**src/rtl/dmem_arbiter.sv**
```systemverilog
// Two-requester arbiter and single-access sequencer in front of the data memory.
// Runs one access at a time through IDLE -> ACCESS -> DONE, and every output is registered.
module dmem_arbiter #(
   parameter int unsigned DEPTH = 1024,
   parameter bit          RR_EN = 1'b1
) (
   input  logic        clk,
   input  logic        reset,
   input  logic [1:0]  req,
   input  logic [1:0]  we,
   input  logic [31:0] addr0,
   input  logic [31:0] addr1,
   input  logic [31:0] wdata0,
   input  logic [31:0] wdata1,
   output logic [1:0]  ack,
   output logic        err,
   output logic [31:0] rdata,
   output logic        busy,
   output logic        mem_write,
   output logic        mem_read,
   output logic [31:0] mem_addr,
   output logic [31:0] mem_wdata,
   input  logic [31:0] mem_rdata
);

   localparam logic [1:0] StIdle   = 2'd0;
   localparam logic [1:0] StAccess = 2'd1;
   localparam logic [1:0] StDone   = 2'd2;

   logic [1:0]  state;
   logic        last_grant;
   logic        gnt_q;
   logic        we_q;
   logic        bad_q;

   logic        gnt;
   logic        sel_we;
   logic [31:0] sel_addr;
   logic [31:0] sel_wdata;
   logic        sel_bad;

   // A tie alternates only in round-robin mode; otherwise requester 0 wins whenever it asks.
   always_comb begin
      gnt = 1'b0;
      if (RR_EN && (req == 2'b11)) begin
         gnt = ~last_grant;
      end else if (req[0]) begin
         gnt = 1'b0;
      end else begin
         gnt = 1'b1;
      end
      sel_we    = gnt ? we[1]  : we[0];
      sel_addr  = gnt ? addr1  : addr0;
      sel_wdata = gnt ? wdata1 : wdata0;
      sel_bad   = (sel_addr[1:0] != 2'b00) || ({2'b00, sel_addr[31:2]} >= DEPTH);
   end

   always_ff @(posedge clk or posedge reset) begin
      if (reset) begin
         state      <= StIdle;
         last_grant <= 1'b1;
         gnt_q      <= 1'b0;
         we_q       <= 1'b0;
         bad_q      <= 1'b0;
         ack        <= 2'b00;
         err        <= 1'b0;
         rdata      <= 32'h0;
         busy       <= 1'b0;
         mem_write  <= 1'b0;
         mem_read   <= 1'b0;
         mem_addr   <= 32'h0;
         mem_wdata  <= 32'h0;
      end else begin
         case (state)
            StIdle: begin
               if (req != 2'b00) begin
                  state      <= StAccess;
                  gnt_q      <= gnt;
                  last_grant <= gnt;
                  we_q       <= sel_we;
                  bad_q      <= sel_bad;
                  busy       <= 1'b1;
                  // Rejected accesses never touch the memory bus.
                  mem_write  <= !sel_bad && sel_we;
                  mem_read   <= !sel_bad && !sel_we;
                  mem_addr   <= sel_bad ? 32'h0 : sel_addr;
                  mem_wdata  <= sel_bad ? 32'h0 : sel_wdata;
               end
            end
            StAccess: begin
               state     <= StDone;
               mem_write <= 1'b0;
               mem_read  <= 1'b0;
               mem_addr  <= 32'h0;
               mem_wdata <= 32'h0;
               ack       <= gnt_q ? 2'b10 : 2'b01;
               err       <= bad_q;
               rdata     <= (!bad_q && !we_q) ? mem_rdata : 32'h0;
            end
            StDone: begin
               state <= StIdle;
               ack   <= 2'b00;
               err   <= 1'b0;
               rdata <= 32'h0;
               busy  <= 1'b0;
            end
            default: begin
               state     <= StIdle;
               ack       <= 2'b00;
               err       <= 1'b0;
               rdata     <= 32'h0;
               busy      <= 1'b0;
               mem_write <= 1'b0;
               mem_read  <= 1'b0;
               mem_addr  <= 32'h0;
               mem_wdata <= 32'h0;
            end
         endcase
      end
   end

endmodule
```
**config.mk**
```make
export PLATFORM = sky130hd
export DESIGN_NAME = dmem_arbiter
export DESIGN_NICKNAME = d
export VERILOG_FILES = /design/src/rtl/dmem_arbiter.sv
export SDC_FILE = /design/constraint.sdc
export NUM_CORES = 1
export LEC_CHECK = 0
export CORE_ASPECT_RATIO = 0.8
export CORE_MARGIN = 1.5
export CORE_UTILIZATION = 30
export CTS_BUF_LIST = sky130_fd_sc_hd__clkbuf_16
export DETAILED_ROUTE_END_ITERATION = 16
export PLACE_DENSITY = 0.69
export SETUP_SLACK_MARGIN = 0.1
export SLEW_MARGIN = 20
export SYNTH_ARGS = -nofsm -noshare
export SYNTH_HDL_FRONTEND = slang
export SYNTH_SLANG_ARGS = --single-unit
```
**constraint.sdc**
```tcl
create_clock -name clk -period 3.8 [get_ports clk]
set_input_delay 1.14 -clock clk [delete_from_list [all_inputs] [get_ports clk]]
set_output_delay 1.14 -clock clk [all_outputs]
set_load 0.01 [all_outputs]
```
==> summary.md <==
| Metric | Value |
|---|---|
| Run status | finished clean |
| Mean routed wirelength per cell | 16.0 µm |
| Row count | 39 |
| Worst path required time | 4090 ps |
| Top post-synthesis cells by area | dfrtp_1 (59%), mux2i_1 (10%), o21ai_2 (7.6%) |
| Clock Path Buffers | 2 |
| Tmin final | 3160 ps |
| Gr ovfl total | 0 |
| Crit path launch type | input pin |
| Worst skew pair latency | 340 ps |
| DRC viols | 0 |
| Layout area overhead | 70.5% |
| Largest area contributor in the netlist | dfrtp_1 |
| Via count | 3721 |
| Mapped Cells | 365 |
| Final Hold Viols | 0 |
| Max-Cap Viols | 0 |
| Routed WL | 13.1 mm |
| Mapped Area | 4520 µm² |
| Vias/cell | 4.55 |
| Leak | 3.43 nW |
| Final worst slack | 636 ps |
| Kind of critical path | input pin to register |
| Seq cells post-synth | 108 |
| Setup TNS | 0 ps |
| Clock Sinks | 108 |
| Largest net degree at the start of global routing | 71 |
| Final period util | 0.833 |
| Port Buf Inserts | 267 |
| I/O Pins | 268 |
| Warnings, synthesis | 0 |
| Slew Limit Fails | 0 |
| Share of the synthesized area in the top cell type | 0.593 |
| Clk_skew | 5.46 ps |
| CTS tree | yes |
| Worst hold-check path type | register to register |
| Final nets | 794 |
| Core area | 14500 µm² |
| DRT iter0 DRCs | 113 |
| Unique cell type count in the Yosys netlist | 28 |
| TritonCTS buffer count | 9 |
| First-pass GRT wire length | 21.1 mm |
| RSZ-0062 raised after global routing | no |
| GRT Overall Usage | 0.171 |
| H-tree Lvls | 3 |
| CP Max Fanout | 45 |
| Pwr/cell area | 370 nW/µm² |
| ANT nets after route | 0 |
| HPWL reported at the end of detailed placement | 9.89 mm |
| Syn Area/Cell | 12.4 µm² |
| # resized after CTS | 0 |
| Starting density of the core | 0.312 |
| RePlAce Congestion | 0.762 |
| Root Buffer | clkbuf_16 |
| Setup slack at placement | 284 ps |
| Drt pass-1 iters | 4 |
| Achievable clock frequency | 316 MHz |
| Synthesized net count | 531 |
| Initial antenna violation count | 0 |
| Die Area | 15800 µm² |
| Worst Max-Slew Pin Slew | 774 ps |
| Relative slew slack | 0.484 |
| Arrival time of the worst setup path | 3450 ps |
| Clock slew at reported path FFs | 70 ps |
| Final design utilization | 0.532 |
| Crit. End Element | register |
| Maximum vdd drop | 225 µV |
| Setup Buffers After CTS | 0 |
| # diodes | 0 |
| Seq/Total Area, Yosys | 0.598 |
| Fraction of layout instances using a drive strength above 1 | 0.115 |
| Die Ht | 113 µm |
| Vias in the first global route | 3986 |
| Final setup fails | 0 |
| Die Wd | 140 µm |
| Post-CTS Hold Buffers | 0 |
==> Yosys cell counts <==
cell	number
nor4b_1	1
clkbuf_1	10
o22a_1	1
a22o_1	32
o21ai_0	9
mux2i_1	46
nand2_1	49
nor2_2	1
nor3_2	1
nor3b_2	1
nand4_1	1
buf_2	10
nand3_1	2
dfstp_2	1
a2bb2oi_1	1
nor2_1	7
buf_6	4
o21a_1	1
nor3_1	1
dfrtp_1	107
or2_4	1
nor2b_1	1
nor4_1	9
nor2_4	1
o21ai_2	39
inv_1	5
and2_1	22
nor4_4	1
==> kinds of logic (layout without fill, tap and decap cells) <==
| family | after synthesis | in the layout | share of synthesized area |
|---|---|---|---|
| DFF | 108 | 108 | 0.598 |
| and+or+nand+nor | 99 | 99 | 0.113 |
| AOI/OAI and AO/OA | 83 | 83 | 0.153 |
| muxes | 46 | 46 | 0.102 |
| buffers and inverters | 29 | 297 | 0.0335 |
==> worst paths after layout <==
path	endpoint	slack, ps	startpoint	depth (start not counted)
max	mem_read	640	req[1]	7
min	mem_wdata[29]	480	mem_wdata[29]	2
max reg2reg	mem_read	1690	last_grant	5
min reg2reg	mem_wdata[29]	480	mem_wdata[29]	2
max in group asynchronous	last_grant	1790	reset	3
min in group asynchronous	mem_addr[4]	1230	reset	2
==> sequential cells by signal, indices dropped and copies added, names as in the netlist <==
name	cells
ack	2
bad_q	1
busy	1
err	1
gnt_q	1
last_grant	1
mem_addr	32
mem_read	1
mem_wdata	32
mem_write	1
rdata	32
state	2
we_q	1
==> cell usage in the layout, fill, tap and decap left out, drive strengths merged <==
cell | synthesis | routed
a22o | 32 | 32
a2bb2oi | 1 | 1
and2 | 22 | 22
buf | 14 | 9
bufinv | 0 | 1
clkbuf | 10 | 9
clkdlybuf4s50 | 0 | 267
clkinv | 0 | 4
clkinvlp | 0 | 1
dfrtp | 107 | 107
dfstp | 1 | 1
inv | 5 | 6
mux2i | 46 | 46
nand2 | 49 | 49
nand3 | 2 | 2
nand4 | 1 | 1
nor2 | 9 | 9
nor2b | 1 | 1
nor3 | 2 | 2
nor3b | 1 | 1
nor4 | 10 | 10
nor4b | 1 | 1
o21a | 1 | 1
o21ai | 48 | 48
o22a | 1 | 1
or2 | 1 | 1
==> area by class of cell <==
cell class / count / area [µm²]
clock buffer: 9 / 225
clock inverter: 7 / 66.3
fill: 1265 / 6790
inverter: 5 / 22.5
multi-input combinational: 228 / 1690
sequential: 108 / 2700
tap: 184 / 230
timing repair buffer: 276 / 2770
==> where the power goes <==
part / internal [W] / leakage, nW / switching, W
logic: 0.000313 / 1.79 / 0.000365
clock network: 0.000509 / 0.151 / 0.000415
registers: 0.00120 / 1.49 / 0.0000527
total: 0.00202 / 3.43 / 0.000833
==> metal layers <==
metal	track usage	vias to the layer above	wire [µm]	share of wire
li1	-	1805	-	-
met1	0.209	1744	5490	0.42
met2	0.277	158	6220	0.48
met3	0.0686	14	1170	0.089
met4	0.0568	0	172	0.013
met5	0	-	0	0
==> per-stage QoR <==
stage | total power, W | std cells | hold WS (ps) | cell area, µm²
2_1_floorplan | 0.00163 | 365 | 470 | 4520
3_3_place_gp | 0.00195 | 799 | 463 | 7380
3_5_place_dp | 0.00196 | 800 | 465 | 7390
4_1_cts | 0.00290 | 816 | 480 | 7680
5_1_grt | 0.00301 | 817 | 494 | 7700
6_report | 0.00285 | 817 | 476 | 7700
==> worst max-delay path, stage by stage <==
cell,delay [ps]
clkdlybuf4s50_1,530
inv_1,90
o21ai_4,190
buf_4,630
mux2i_1,520
o21ai_0,200
nand2_1,100
Power figures use the tool's default switching activity.
==> patch, RTL diff (same settings) <==
Change the parameter `RR_EN` from 1'b1 to 1'b0.
--- a/src/rtl/dmem_arbiter.sv
+++ b/src/rtl/dmem_arbiter.sv
@@ -3,5 +3,5 @@
 module dmem_arbiter #(
    parameter int unsigned DEPTH = 1024,
-   parameter bit          RR_EN = 1'b1
+   parameter bit          RR_EN = 1'b0
 ) (
    input  logic        clk,
Function: changed (Yosys sat finds a counterexample within 10 cycles, from zero or initial values and one cycle with reset high).
==> patch against the unedited design <==
- area after synthesis rose by 3.0%
- wire length rose by 6.9%
- cell count rose by 2.2%
- critical endpoint is now mem_addr[7]
- worst setup slack improved by 370 ps
- highest routed layer unchanged
- power down 5.0%
- largest cell class unchanged
- critical path depth shrank 1
- sequential cell count shrank 1
- final area is 1.4% higher
==> patch: results (changes against the unedited design) <==
metric,value,unit,change
status,completed,,unchanged
htreeDepth,3,,unchanged
yosysUniqueCellTypes,33,,was 28
num_vias,3881,,was 3721
cp_slowest_cell,or4b_1,,was buf_4
synth_commonest_cells,"107 x dfrtp_1, 45 x mux2i_1, 45 x nand2_1, 38 x o31ai_2, 35 x a22o_1",,"was 107 x dfrtp_1, 49 x nand2_1, 46 x mux2i_1, 39 x o21ai_2, 32 x a22o_1"
slew_headroom,46.0,%,was 48.4%
cts_buffers,9,,unchanged
cts_buffer_depth,2,,unchanged
grt_pass1_vias,4068,,was 3986
ys_warn_count,0,,unchanged
n_fill_cell,1337,,was 1265
clock_tree.root_cell,clkbuf_16,,unchanged
grt_pass1_wl,22100,µm,was 21100 µm
synth-main-ff-cell,dfrtp_1,,unchanged
clkLatencyLatePin,340,ps,about the same
cp_max_fo,45,,unchanged
drt-initial-drc-count,164,,was 113
postPlaceCellArea,0.00753,mm²,was 0.00739 mm²
tritoncts,built,,unchanged
track_usage,17.4,%,was 17.1%
reg_top3,"mem_addr (32), mem_wdata (32), rdata (32)",,unchanged
power.leakage,3.31,nW,was 3.43 nW
post_cts_resized,0,,unchanged
synth_seq_area_share,57.5,%,was 59.8%
drt-total-wl,14000,µm,was 13100 µm
antenna_cells,0,,unchanged
crit_family,buffers and inverters,,unchanged
critPathArrivalTime,3040,ps,was 3450 ps
gp_congestion,0.809,,was 0.762
hold_viol_final,0,,unchanged
synth_area_leaders,"dfrtp_1 58%, o31ai_2 10%, mux2i_1 9.7%",,"was dfrtp_1 59%, mux2i_1 10%, o21ai_2 7.6%"
post_cts_buffers,0,,unchanged
drtPass1Iterations,4,,unchanged
grt_max_degree,108,,was 71
hp-class,reg2reg,,unchanged
clkTransAtPathRegs,70,ps,about the same
drive_gt1_share,11.2,%,was 11.5%
place_hpwl,10400,µm,was 9890 µm
peakVddDrop,0.225,mV,about the same
synth.net_count,529,,was 531
fin_nets,786,,was 794
slowest_delay,540,ps,was 630 ps
ys_async_sr_fraction,100,%,unchanged
final.setup_skew,9.45,ps,was 5.46 ps
io_buffers,267,,unchanged
antenna_found_initial,0,,unchanged
[patch: path summary, 6_finish.rpt]
kind / endpoint / cells after the start / start / slack (ps)
min in group asynchronous: rdata[7] / 3 / reset / 1320
max reg2reg: mem_addr[7] / 6 / state[0] / 1280
min: mem_addr[8] / 2 / mem_addr[8] / 470
min reg2reg: mem_addr[8] / 2 / mem_addr[8] / 470
max in group asynchronous: mem_wdata[9] / 3 / reset / 2050
max: mem_addr[7] / 6 / addr0[12] / 1000
[patch: where the power goes]
part / leakage (nW) / internal (W) / switching (W) / total, W
sequential: 1.48 / 0.00118 / 0.0000473 / 0.00123
clock: 0.138 / 0.000457 / 0.000443 / 0.000899
combinational: 1.69 / 0.000268 / 0.000317 / 0.000585
[patch: area by class of cell]
class | instances | area, µm² | share of cell area (%)
Tap cell | 210 | 263 | 3.36
Sequential cell | 107 | 2680 | 34.3
Clock buffer | 9 | 225 | 2.88
Clock inverter | 7 | 63.8 | 0.817
Timing Repair Buffer | 274 | 2750 | 35.1
Inverter | 3 | 15.0 | 0.192
Multi-Input combinational cell | 225 | 1830 | 23.4
[patch: kinds of logic after synthesis]
family | after synthesis | synth area share (%)
mux | 45 | 9.68
buf+inv | 31 | 3.47
flops | 107 | 57.5
compound gates | 89 | 19.3
simple gates | 91 | 10.1
[patch: per-stage QoR]
step	worst slack, ps	util (%)	std cells
3_5_place_dp	639	49.8	819
4_1_cts	1000	51.7	835
3_3_place_gp	717	49.8	819
2_1_floorplan	1240	-	363
6_report	1000	51.7	835
5_1_grt	916	51.7	835
[patch: metal layers]
metal,up-vias,routed length (µm),global-route usage [%]
li1,1828,-,-
met1,1885,6010,21.4
met2,154,6750,29.6
met3,14,1040,5.52
met4,0,147,4.26
met5,-,0,0
